File: src/rtl/pe_dot_accum_sched.sv
// Job sequencer for the PE dot-product datapath: gates chunk beats in, tracks pipeline latency, accumulates partial results.
// Optional saturating accumulate with sticky sat_flag port when PE_DOT_SCHED_SAT_EN is defined.
module pe_dot_accum_sched #(
  parameter int DOT_OUTPUT_WIDTH = 24,
  parameter int ACC_WIDTH        = 32,
  parameter int DP_LATENCY       = 4,
  parameter int CHUNK_W          = 8
) (
  input  logic                               clock,
  input  logic                               resetn,
  input  logic                               cmd_valid,
  output logic                               cmd_ready,
  input  logic [CHUNK_W-1:0]                 cmd_num_chunks,
  input  logic                               in_valid,
  output logic                               in_ready,
  output logic                               dp_issue,
  input  logic signed [DOT_OUTPUT_WIDTH-1:0] dp_result,
  output logic                               out_valid,
  input  logic                               out_ready,
  output logic signed [ACC_WIDTH-1:0]        out_data,
  output logic                               busy
`ifdef PE_DOT_SCHED_SAT_EN
  ,
  output logic                               sat_flag
`endif
);

  localparam logic [1:0] S_IDLE  = 2'd0;
  localparam logic [1:0] S_FEED  = 2'd1;
  localparam logic [1:0] S_DRAIN = 2'd2;
  localparam logic [1:0] S_OUT   = 2'd3;

  logic [1:0]                  state;
  logic [CHUNK_W-1:0]          num_chunks;
  logic [CHUNK_W-1:0]          issued_cnt;
  logic [CHUNK_W-1:0]          recv_cnt;
  logic [CHUNK_W-1:0]          issued_next;
  logic [CHUNK_W-1:0]          recv_next;
  logic [DP_LATENCY-1:0]       valid_pipe;
  logic                        tail;
  logic signed [ACC_WIDTH-1:0] acc;
  logic signed [ACC_WIDTH-1:0] acc_next;
  logic signed [ACC_WIDTH-1:0] dp_ext;
  logic signed [ACC_WIDTH-1:0] sum_wrap;
  logic                        sat;
  logic                        sat_next;

  assign cmd_ready = (state == S_IDLE);
  assign in_ready  = (state == S_FEED);
  assign dp_issue  = in_valid && in_ready;
  assign busy      = (state != S_IDLE);
  assign out_valid = (state == S_OUT);

  // A set tail bit marks the cycle on which dp_result belongs to an issued chunk.
  assign tail        = valid_pipe[DP_LATENCY-1];
  assign issued_next = issued_cnt + CHUNK_W'(1);
  assign recv_next   = recv_cnt + CHUNK_W'(1);
  assign dp_ext      = ACC_WIDTH'(dp_result);
  assign sum_wrap    = acc + dp_ext;

`ifdef PE_DOT_SCHED_SAT_EN
  localparam logic signed [ACC_WIDTH-1:0] ACC_MAX = {1'b0, {(ACC_WIDTH-1){1'b1}}};
  localparam logic signed [ACC_WIDTH-1:0] ACC_MIN = {1'b1, {(ACC_WIDTH-1){1'b0}}};

  assign sat_flag = sat;

  // NOTE: every variable gets a default at the top of always_comb so no path leaves it unassigned (no latch).
  always_comb begin
    acc_next = acc;
    sat_next = sat;
    if (!sat) begin
      // Overflow only when both operands share a sign and the sum's sign differs; once clamped, hold for the job.
      if ((acc[ACC_WIDTH-1] == dp_ext[ACC_WIDTH-1]) && (sum_wrap[ACC_WIDTH-1] != acc[ACC_WIDTH-1])) begin
        acc_next = acc[ACC_WIDTH-1] ? ACC_MIN : ACC_MAX;
        sat_next = 1'b1;
      end else begin
        acc_next = sum_wrap;
      end
    end
  end
`else
  always_comb begin
    acc_next = sum_wrap;
    sat_next = sat;
  end
`endif

  // NOTE: sequential state uses non-blocking assignments so every register samples pre-edge values.
  always_ff @(posedge clock or negedge resetn) begin
    if (!resetn) begin
      state      <= S_IDLE;
      num_chunks <= '0;
      issued_cnt <= '0;
      recv_cnt   <= '0;
      valid_pipe <= '0;
      acc        <= '0;
      out_data   <= '0;
      sat        <= 1'b0;
    end else begin
      valid_pipe <= (valid_pipe << 1) | DP_LATENCY'(dp_issue);
      case (state)
        S_IDLE: begin
          if (cmd_valid) begin
            num_chunks <= cmd_num_chunks;
            acc        <= '0;
            issued_cnt <= '0;
            recv_cnt   <= '0;
            sat        <= 1'b0;
            if (cmd_num_chunks == '0) begin
              out_data <= '0;
              state    <= S_OUT;
            end else begin
              state <= S_FEED;
            end
          end
        end
        S_FEED: begin
          if (dp_issue) begin
            issued_cnt <= issued_next;
            if (issued_next == num_chunks) state <= S_DRAIN;
          end
          if (tail) begin
            acc      <= acc_next;
            sat      <= sat_next;
            recv_cnt <= recv_next;
          end
        end
        S_DRAIN: begin
          if (tail) begin
            acc      <= acc_next;
            sat      <= sat_next;
            recv_cnt <= recv_next;
            if (recv_next == num_chunks) begin
              out_data <= acc_next;
              state    <= S_OUT;
            end
          end
        end
        S_OUT: begin
          if (out_ready) state <= S_IDLE;
        end
        default: state <= S_IDLE;
      endcase
    end
  end

endmodule
File: config.mk
export PLATFORM = sky130hd
export DESIGN_NAME = pe_dot_accum_sched
export DESIGN_NICKNAME = d
export VERILOG_FILES = /design/src/rtl/pe_dot_accum_sched.sv
export SDC_FILE = /design/constraint.sdc
export NUM_CORES = 1
export LEC_CHECK = 0
export ABC_AREA = 1
export BUFFER_PORTS_ARGS = -buffer_cell sky130_fd_sc_hd__buf_4
export CAP_MARGIN = 20
export CORE_MARGIN = 5
export CORE_UTILIZATION = 30
export CTS_CLUSTER_DIAMETER = 100
export CTS_CLUSTER_SIZE = 24
export DETAILED_ROUTE_END_ITERATION = 6
export PLACE_DENSITY = 0.44
export SYNTH_ARGS = -nofsm -noshare
export SYNTH_HDL_FRONTEND = slang
export SYNTH_SLANG_ARGS = --single-unit
File: constraint.sdc
create_clock -name clock -period 1.9 [get_ports clock]
set_input_delay 0 -clock clock [delete_from_list [all_inputs] [get_ports clock]]
set_output_delay 0 -clock clock [all_outputs]
set_load 0.05 [all_outputs]
==> results by group <==
Worst setup path
  – Reg2reg path depth: 16
  – Crit path launch type: flop
  – CP Capture Type: flop
  – Crit Path Max Fanout: 3
  – CP required: 2.15 ns
  – Crit path kind: reg -> reg
  – Critical Path AT: 2.26 ns

GRT
  – Largest net degree at the start of global routing: 41
  – Global route overflow: 0
  – Global Route Usage Sum: 17.6%
  – Global-route wire length before repair: 33300 um
  – Vias in the first global route: 6422
  – Initial antenna violation count: 0

Final layout
  – Share of layout cells above drive strength 1: 43.3%
  – Final instance area: 9870 um2
  – Most common cell after layout, fill and taps aside: nand2_1
  – Layout area overhead: 61.3%
  – Fin nets: 1167
  – Most frequent cells in the layout: nand2_1, buf_4, dfrtp_1, inv_1, nand2_2
  – Antenna cells: 0

Place
  – Placed cell area: 7950 um2
  – Final HPWL DP: 15600 um
  – GP Congestion: 0.862
  – Dpl ws: -0.212 ns
  – PortBufs: 73

Floorplan
  – Io pins: 74
  – Die area: 23400 um2
  – Chip height: 153 um
  – Initial core utilization: 30.3%
  – Die X: 153 um
  – Core area: 20200 um2
  – Num rows: 52

Clocking
  – Root Driver: clkbuf_16
  – Worst-path clk slew: 0.07 ns
  – CTS tree: built
  – Cts bufs inserted: 9
  – Skew-Pair Late Insertion Delay: 0.36 ns
  – H-tree Lvls: 3
  – Clock Path Buffers: 2
  – CTS sink count: 94

Yosys
  – Post-Syn Nets: 944
  – Post-synth EDFFs: 0
  – Ys flop type: dfrtp_1
  – Synth Register Bits: 94
  – Yosys warning count: 0
  – Post-Syn Instances: 869
  – Synth Area per Inst: 7.04 um2
  – Register area share after synthesis: 38.4%
  – Yosys cell types: 36
  – Synthesized area: 6120 um2
  – Ys async rst share: 100%

Timing
  – Min setup slack post-route: -0.107 ns
  – Setup TNS: -1.79 ns
  – Rel. slew slack: 67.8%
  – Final worst path period need: 2.01 ns
  – Worst slew pin tran: 0.483 ns
  – Fin. Hold Viols: 0
  – RSZ-0062 raised after global routing: true
  – Max Slew Vio Count: 0
  – Clock Skews: 0.00651 ns
  – Fin crit share: 106%
  – Fmax achieved: 498 MHz
  – Setup violators final: 30

Worst hold path
  – Hold Path Stages: 4
  – Worst hold-check path type: in -> reg

Power
  – VDD IR max: 0.853 mV
  – Pwr dens: 1300 nW/um2
  – P_leak: 4.80 nW

Detailed routing
  – DRT iter0 DRCs: 290
  – Routed wire length: 21300 um
  – DRC viols: 0
  – DRT antenna net count: 0
  – DR vias/cell: 4.70
  – Count of TritonRoute iterations in the first routing pass: 4
  – Via count: 6422
  – Drt wl/cell: 15.6 um

Status
  – Outcome: complete, but fails checks
  – Failing checks: negative setup slack

Job
  – Max_cap viols: 0
layer usage:
layer  vias up  routed length, um  GRT usage, %
met5         -                  0             0
met4         0                301          4.29
met3        19                591          2.43
met2        98              11400          32.2
met1      3045               9040          21.9
li1       3260                  -             -
flip-flops by register name (all words and copies together) (netlist names):
signal / flops
issued_cnt: 8
valid_pipe: 4
state: 2
acc: 32
num_chunks: 8
out_data: 32
recv_cnt: 8
final timing paths:
kind                               start             to  slack, ns
setup / recovery                  acc[0]   out_data[28]      -0.11
hold / removal              dp_result[0]    out_data[0]       0.07
setup reg to reg                  acc[0]   out_data[28]      -0.11
hold reg to reg            valid_pipe[2]  valid_pipe[3]       0.35
max in group asynchronous         resetn        acc[25]       1.06
min in group asynchronous         resetn    out_data[7]       0.13
area by class of cell:
cell class / instances / area [um2]
clock buffers: 12 / 246
inverters: 84 / 328
flip-flops and latches: 94 / 2350
clock inverters: 4 / 55.1
repair buffers: 224 / 1870
multi-input cells: 679 / 4680
fillers: 1999 / 10300
well taps: 270 / 338
kinds of logic (layout without fill, tap and decap cells):
| group | count (synthesis) | count (layout) | share of synthesized area (%) |
|---|---|---|---|
| XOR/XNOR | 21 | 21 | 3.00 |
| AND/OR/NAND/NOR | 491 | 491 | 33.0 |
| buffers and inverters | 96 | 324 | 6.42 |
| flip-flops | 94 | 94 | 38.4 |
| adder cells (fa/ha/maj) | 38 | 38 | 7.89 |
| AO/OA/AOI/OAI | 129 | 129 | 11.2 |
worst max-delay path: stages, from the launching register on:
cell	delay (ns)
dfrtp_1	0.35
ha_2	0.18
inv_2	0.04
fa_2	0.35
inv_2	0.09
nand3_2	0.06
nand2_2	0.09
nand4_1	0.10
nand2_2	0.13
nand2_2	0.06
nand2_2	0.08
buf_6	0.10
nand2_4	0.04
nand3_2	0.06
nand2_2	0.05
nand2_1	0.05
nand2_1	0.04
power by group:
part	internal, mW	switching (mW)
sequential	2.44	0.437
clock	1.07	0.848
combinational	3.61	4.47
per-stage QoR:
step	hold WS [ns]	utilization [%]	std cells	total power, mW
finish	0.0684	49.0	1367	12.9
global route	0.0892	49.0	1367	13.8
CTS	0.0612	43.9	1349	11.6
detailed placement	-0.00312	39.4	1318	8.99
global placement	0.00644	39.4	1318	9.01
floorplan	-0.296	-	869	6.25
synth_stat cells (all sizes together) (2+ instances only):
master / number / area share, %
o21ai: 67 / 5.5
nand3: 66 / 5.4
clkbuf: 6 / 0.37
a21oi: 43 / 3.6
nand2: 337 / 21
inv: 84 / 5.2
nor2: 64 / 4.1
ha: 37 / 7.6
o21bai: 4 / 0.49
nor3: 8 / 0.65
nand4: 11 / 1.4
o22ai: 9 / 0.92
xnor2: 11 / 1.6
dfrtp: 94 / 38
xor2: 10 / 1.4
buf: 6 / 0.90
and2: 2 / 0.22
o21a: 3 / 0.39
timing repair:
item                       in CTS  in global routing
resized for setup             115                194
buffers inserted                7                 20
setup endpoints to repair      57                 66
pin swaps                      39                 63
hold buffers                   10                  0
gates cloned                    0                  1
hold endpoints to repair       40                  0
(Power assumes the default switching activity.)
